### src/rtl/alarm_tone_pkg.sv
// rtl/alarm_tone_pkg.sv - shared states, default timing and priority helper for the alarm tone scheduler
package alarm_tone_pkg;

    typedef enum logic [1:0] {
        ST_IDLE = 2'd0,
        ST_ON   = 2'd1,
        ST_OFF  = 2'd2,
        ST_GAP  = 2'd3
    } state_t;

    localparam int unsigned DEF_NUM_REQ   = 4;
    localparam int unsigned DEF_TICK_DIV  = 50000;
    localparam int unsigned DEF_ON_TICKS  = 100;
    localparam int unsigned DEF_OFF_TICKS = 100;
    localparam int unsigned DEF_GAP_TICKS = 500;

    // Lowest set bit wins; an empty vector returns 0 and callers gate on |req.
    function automatic int prio_index(input logic [31:0] v);
        for (int i = 0; i < 32; i++) begin
            if (v[i]) return i;
        end
        return 0;
    endfunction

endpackage

### src/rtl/alarm_tick_gen.sv
// rtl/alarm_tick_gen.sv - TICK_DIV prescaler with synchronous clear and tick output
module alarm_tick_gen #(
    parameter int unsigned TICK_DIV = 50000
) (
    input  logic clk,
    input  logic rst_n,
    input  logic clr,
    output logic tick
);

    localparam int unsigned CW = (TICK_DIV > 1) ? $clog2(TICK_DIV) : 1;

    logic [CW-1:0] cnt;
    logic          at_wrap;

    // tick is not gated by clr so the scheduler can derive clr from tick without a loop
    assign at_wrap = (cnt == CW'(TICK_DIV - 1));
    assign tick    = at_wrap;

    // Free-running divider, restarted on every scheduler phase change
    always_ff @(posedge clk or negedge rst_n) begin
        if (!rst_n) begin
            cnt <= '0;
        end else if (clr || at_wrap) begin
            cnt <= '0;
        end else begin
            cnt <= cnt + CW'(1);
        end
    end

endmodule

### src/rtl/alarm_tone_scheduler.sv
// rtl/alarm_tone_scheduler.sv - fixed-priority alarm beep sequencer; optional ALARM_TONE_MUTE_EN adds a mute input
module alarm_tone_scheduler
    import alarm_tone_pkg::*;
#(
    parameter int unsigned NUM_REQ   = DEF_NUM_REQ,
    parameter int unsigned TICK_DIV  = DEF_TICK_DIV,
    parameter int unsigned ON_TICKS  = DEF_ON_TICKS,
    parameter int unsigned OFF_TICKS = DEF_OFF_TICKS,
    parameter int unsigned GAP_TICKS = DEF_GAP_TICKS,
    localparam int unsigned SEL_W    = (NUM_REQ > 1) ? $clog2(NUM_REQ) : 1
) (
    input  logic               clk,
    input  logic               rst_n,
`ifdef ALARM_TONE_MUTE_EN
    input  logic               mute,
`endif
    input  logic [NUM_REQ-1:0] req,
    output logic               tone_en,
    output logic [SEL_W-1:0]   tone_sel,
    output logic [NUM_REQ-1:0] grant,
    output logic               busy,
    output logic               burst_done
);

    localparam int unsigned PH_MAX0 = (ON_TICKS > OFF_TICKS) ? ON_TICKS : OFF_TICKS;
    localparam int unsigned PH_MAX  = (PH_MAX0 > GAP_TICKS) ? PH_MAX0 : GAP_TICKS;
    localparam int unsigned PH_W    = (PH_MAX > 1) ? $clog2(PH_MAX) : 1;
    localparam int unsigned BC_W    = $clog2(NUM_REQ + 1);

    if (NUM_REQ == 0 || NUM_REQ > 32) begin : g_bad_num_req
        $error("alarm_tone_scheduler: NUM_REQ must be 1..32");
    end
    if (TICK_DIV == 0 || ON_TICKS == 0 || OFF_TICKS == 0 || GAP_TICKS == 0) begin : g_bad_timing
        $error("alarm_tone_scheduler: timing parameters must be non-zero");
    end

    state_t             state, state_next;
    logic [SEL_W-1:0]   owner, owner_next, req_idx;
    logic [BC_W-1:0]    beep_cnt, beep_next, beep_reload;
    logic [PH_W-1:0]    ph_cnt, ph_next;
    logic [NUM_REQ-1:0] owner_onehot;
    logic               tick, tick_clr, done_next;
    logic               tone_en_q;

    assign req_idx     = SEL_W'(prio_index(32'(req)));
    assign beep_reload = BC_W'(NUM_REQ) - BC_W'(req_idx);
    assign tick_clr    = (state_next != state) || (state == ST_IDLE);

    alarm_tick_gen #(
        .TICK_DIV (TICK_DIV)
    ) u_tick (
        .clk   (clk),
        .rst_n (rst_n),
        .clr   (tick_clr),
        .tick  (tick)
    );

    // State register plus registered outputs decoded from the next state
    always_ff @(posedge clk or negedge rst_n) begin
        if (!rst_n) begin
            state      <= ST_IDLE;
            owner      <= '0;
            beep_cnt   <= '0;
            ph_cnt     <= '0;
            tone_en_q  <= 1'b0;
            grant      <= '0;
            busy       <= 1'b0;
            burst_done <= 1'b0;
        end else begin
            state      <= state_next;
            owner      <= owner_next;
            beep_cnt   <= beep_next;
            ph_cnt     <= ph_next;
            tone_en_q  <= (state_next == ST_ON);
            grant      <= (state_next != ST_IDLE) ? owner_onehot : '0;
            busy       <= (state_next != ST_IDLE);
            burst_done <= done_next;
        end
    end

    // Next-state: arbitration in IDLE and at OFF end, phase timing in ticks
    always_comb begin
        state_next = state;
        owner_next = owner;
        beep_next  = beep_cnt;
        ph_next    = ph_cnt;
        done_next  = 1'b0;
        if (tick && state != ST_IDLE) ph_next = ph_cnt + PH_W'(1);
        case (state)
            ST_IDLE: begin
                if (|req) begin
                    owner_next = req_idx;
                    beep_next  = beep_reload;
                    state_next = ST_ON;
                end
            end
            ST_ON: begin
                if (tick && ph_cnt == PH_W'(ON_TICKS - 1)) state_next = ST_OFF;
            end
            ST_OFF: begin
                if (tick && ph_cnt == PH_W'(OFF_TICKS - 1)) begin
                    if (|req && req_idx < owner) begin
                        owner_next = req_idx;
                        beep_next  = beep_reload;
                        state_next = ST_ON;
                    end else if (beep_cnt == BC_W'(1)) begin
                        beep_next  = '0;
                        done_next  = 1'b1;
                        state_next = ST_GAP;
                    end else begin
                        beep_next  = beep_cnt - BC_W'(1);
                        state_next = ST_ON;
                    end
                end
            end
            ST_GAP: begin
                if (tick && ph_cnt == PH_W'(GAP_TICKS - 1)) state_next = ST_IDLE;
            end
            default: state_next = ST_IDLE;
        endcase
        if (state_next != state) ph_next = '0;
    end

    // One-hot view of the owner that the grant register loads
    always_comb begin
        owner_onehot             = '0;
        owner_onehot[owner_next] = 1'b1;
    end

    assign tone_sel = owner;
`ifdef ALARM_TONE_MUTE_EN
    assign tone_en = tone_en_q && !(mute && owner != '0);
`else
    assign tone_en = tone_en_q;
`endif

endmodule

### config.mk
export PLATFORM = sky130hd
export DESIGN_NAME = alarm_tone_scheduler
export DESIGN_NICKNAME = d
export VERILOG_FILES = /design/src/rtl/alarm_tone_pkg.sv /design/src/rtl/alarm_tick_gen.sv /design/src/rtl/alarm_tone_scheduler.sv
export SDC_FILE = /design/constraint.sdc
export NUM_CORES = 1
export LEC_CHECK = 0
export CAP_MARGIN = 20
export CORE_ASPECT_RATIO = 1.4
export CORE_MARGIN = 4
export CORE_UTILIZATION = 30
export DETAILED_ROUTE_END_ITERATION = 12
export PLACE_DENSITY = 0.49
export SYNTH_ARGS = -nofsm -noshare
export SYNTH_HDL_FRONTEND = slang
export SYNTH_SLANG_ARGS = --single-unit
### constraint.sdc
create_clock -name clk -period 5.7 [get_ports clk]
set_input_delay 0.57 -clock clk [delete_from_list [all_inputs] [get_ports clk]]
set_output_delay 0.57 -clock clk [all_outputs]
set_load 0.05 [all_outputs]
==> summary.md <==
The flow ran to the end, and the final reports show no timing, DRC or antenna violations. The count of nets left with antenna violations once routing finished came out at 0. Worst flop-to-flop path endpoint: grant[2]$_DFF_PN0_. The repair_antennas step left the layout with diodes totalling 0. Setup violations remaining at the end of the flow were counted as 0. The tools report the maximum frequency from static timing analysis as 394 MHz. Number of levels in the clock H-tree: 2. The design draws 0.000713 W.

The TritonCTS sink count was 39. The sum of negative setup slack was 0 ps; the core box area was 0.00670 sq mm. Counting tap cells, the placed design contains a total of 320 instances. Counting stages on the worst path, the most repeated cell is sky130_fd_sc_hd__nor3_1.

The post-route fraction of the period consumed by the critical path was 0.446; the area of combinational cells with multiple inputs was 0.00105 sq mm. Sequential share of power: 0.472. The worst register-to-register path has a depth of 7. The synthesized design contains 0 enable-type register cells. The worst endpoint data arrival time was 2700 ps. The critical path startpoint category is a primary input. The critical path goes through clkdlybuf4s50_1 > nor2_1 > nor3_1 > ha_1 > o311a_1 > nor3_1 > mux2_4 > a211o_4 > nor3b_2. The total number of nets in the final design is 247, and the number of global-route vias before repair is 1,608. The switching power is 0.000184 W.

The overall die area was 0.00839 sq mm. The largest single stage delay on the critical path is 420 ps. Broken down by cell family, the worst path's largest delay share belongs to compound AO/OA/AOI/OAI gates. TritonCTS built the clock tree. First-pass GRT wire length: 7460 microns. The worst-case headroom to the max-slew limit came out at 0.412.

The share of post-route cells with drive strength above 1 was 0.102; the required time of the critical path was 5860 ps. The global router's overall resource usage is 0.111, and the initial antenna violation count is 0. STA classifies the critical path endpoint as a flop.

Summing all flip-flop and latch instances after layout gives 976 sq um. Clock period minus final worst setup slack: 2540 ps. Number of warnings reported in the yosys synthesis log: 0. The area of the mapped netlist is 0.00209 sq mm, and the number of design-rule violations left by the first detailed-router iteration is 66. The min-delay analysis places its worst path in the category primary input to async pin.

For the fill cell total of the finished layout, the log shows 658. The tools report the clock share of power as 0.389. After detailed routing, the average wire length per cell comes to 12.8 microns. Entering global routing, the biggest net connects 40 pins. The run gives 35 as the number of placement rows.

Post-layout utilization of the core: 0.368. After synthesis the netlist holds a flip-flop and latch count of 39. The cell internal power dissipation is 0.000529 W. Buffers inserted during clock tree synthesis total 5. The tools report the starting utilization of the core area as 0.312. The library cell used most frequently in the layout, excluding fill and tap cells, is sky130_fd_sc_hd__dfrtp_1.

The slowest stage of the critical path belongs to the cell sky130_fd_sc_hd__clkdlybuf4s50_1. The tool flagged a number of max-cap violations equal to 0. The sequential-to-total area share from yosys stat is 0.467, and the x dimension of the die is 78.6 microns. After the flow finishes, the layout carries non-filler instances totaling 328.

The combined buffer and inverter count along the critical path was 1; the quantity of gates resized following cts was 0. The worst IR drop on VDD is 0.000150 V, and the share of async-settable or async-resettable flops after synthesis is 1.00. From bottom edge to top edge, the die measures 107 microns. Static power due to leakage: 1.09 nW. Synthesis handed over a netlist of 218 instances.

The number of nets handed over by synthesis was 230. Clock-pin slew was measured on the worst setup and hold paths at 90 ps. The switching power share of the total came out at 0.258.

The DRC violations left is 0, and the sum of routed wire length over all layers is 4190 microns. After clock tree synthesis, the flow added hold-fix buffers numbering 0. The critical path is of the primary input to flop type. The count of final hold-check violations was 0; the mean instance size in the synthesized netlist was 9.60 sq um. The power per unit of standard cell area was 289 mW/mm^2; the area growth from synthesis to final layout was 17.8%. The detailed-route via count was 1,570; the post-route clock skew was 10.8 ps. The tools report the maximum buffer depth of the clock tree as 2. In the synthesized netlist the dominant register cell turns out to be sky130_fd_sc_hd__dfrtp_1. In this run the tool buffered the top-level ports with 14 buffer cells. The max-slew violation total from the final report came out at 0. Clock tree synthesis selected as its root buffer the cell sky130_fd_sc_hd__clkbuf_8.

The library cells used most frequently in the layout, excluding fill and tap cells, are sky130_fd_sc_hd__dfrtp_1, sky130_fd_sc_hd__nor2_1, sky130_fd_sc_hd__nand2_1. The first-pass iteration count of the detailed router was 4; the routability-driven placement congestion ratio was 0.832. After legalization and detailed placement, the total HPWL measured 3060 microns. Using the TritonRoute via totals, the vias-per-cell ratio works out to 4.79. The slack of the worst reg-to-reg path was 3300 ps. At the pin with the least slew margin, the transition time is 881 ps. The run gives 0.139 as the share of total power in combinational logic.

At the later pin of the worst-skew pair, clock insertion delay measures 290 ps. Global routing finished with a remaining overflow of 0. The maximum fanout encountered on the critical timing path came out at 5. Setup repair after global routing left no endpoint under its margin. For the number of top-level pins, the log shows 15. The run gives 393 ps as the worst hold-check slack. In this run the critical register-to-register path is launched from u_tick.cnt[0]$_DFF_PN0_.

In this run the post-CTS setup repair buffer count came out at 0. For the count of distinct cell types in the synthesized netlist, the log shows 41.
metrics by stage:
step | setup WS (ps) | cell area [sq um]
CTS | 3180 | 2460
global route | 2940 | 2460
floorplan | 3440 | 2090
finish | 3160 | 2460
detailed placement | 2860 | 2330
global placement | 2880 | 2320
synthesized netlist by cell type, types with 3 or more instances:
library cell	instances	area share
sky130_fd_sc_hd__nand2b_1	3	0.0090
sky130_fd_sc_hd__nor3_1	8	0.019
sky130_fd_sc_hd__o21ai_0	9	0.022
sky130_fd_sc_hd__dfrtp_1	39	0.47
sky130_fd_sc_hd__a21o_1	4	0.014
sky130_fd_sc_hd__nand2_1	14	0.025
sky130_fd_sc_hd__or3_1	3	0.0090
sky130_fd_sc_hd__xnor2_1	9	0.038
sky130_fd_sc_hd__nand4_1	7	0.021
sky130_fd_sc_hd__xor2_1	10	0.042
sky130_fd_sc_hd__ha_1	6	0.036
sky130_fd_sc_hd__inv_1	10	0.018
sky130_fd_sc_hd__nand3_1	6	0.014
sky130_fd_sc_hd__nor2_1	35	0.063
sky130_fd_sc_hd__and3_1	10	0.030
sky130_fd_sc_hd__a21oi_1	10	0.024
sky130_fd_sc_hd__and4bb_2	3	0.018
worst reg2reg max path: cells and delay by family (launching register included):
family	cells	cell delay, ps
simple gates	4	1020
flops	1	370
compound gates	1	360
mux	1	340
fa+ha+maj	1	190
cell type report:
class | count | share of cell area
well taps | 92 | 0.0467
inverters | 10 | 0.0152
flip-flops and latches | 39 | 0.396
repair buffers | 15 | 0.0594
clock buffers | 5 | 0.0279
multi-input cells | 164 | 0.427
clock inverters | 3 | 0.0274
metal layers:
metal  GRT usage  wire length [microns]  vias to the layer above
met5           0                      0                        -
met4      0.0488                    105                        0
met3      0.0252                    130                       10
met2       0.189                   2060                       23
met1       0.132                   1890                      746
li1            -                      -                      791
state kept, by name, indices dropped and copies added, names as in the netlist:
register    flops
u_tick.cnt     16
ph_cnt          9
grant           4
beep_cnt        3
state           2
tone_sel        2
burst_done      1
busy            1
tone_en         1
kinds of logic (layout without fill, tap and decap cells):
kind of cell,count (synthesis),in the layout,synth area share
AND/OR/NAND/NOR,106,106,0.285
flip-flops,39,39,0.467
AO/OA/AOI/OAI,32,32,0.0963
XOR/XNOR,19,19,0.0795
buffers and inverters,15,33,0.0299
adder cells (fa/ha/maj),6,6,0.0359
multiplexers,1,1,0.00717
power groups by stage:
stage	registers [W]	logic, W	clock network [W]
6_report	0.000337	0.0000993	0.000277
4_1_cts	0.000337	0.000101	0.000286
3_5_place_dp	0.000342	0.000101	0
2_1_floorplan	0.000349	0.0000605	0
3_3_place_gp	0.000342	0.000100	0
5_1_grt	0.000344	0.000113	0.000295
how the worst max path moves through the flow:
| stage | cells past startpoint | from | slack (ps) | endpoint |
|---|---|---|---|---|
| floorplan | 8 | req[2] | 3440 | grant[2]$_DFF_PN0_ |
| global placement | 9 | req[2] | 2880 | grant[2]$_DFF_PN0_ |
| detailed placement | 9 | req[2] | 2860 | grant[2]$_DFF_PN0_ |
| CTS | 8 | req[0] | 3180 | grant[2]$_DFF_PN0_ |
| global route | 9 | req[2] | 2940 | grant[2]$_DFF_PN0_ |
| finish | 9 | req[2] | 3160 | grant[2]$_DFF_PN0_ |
(Power assumes the default switching activity.)
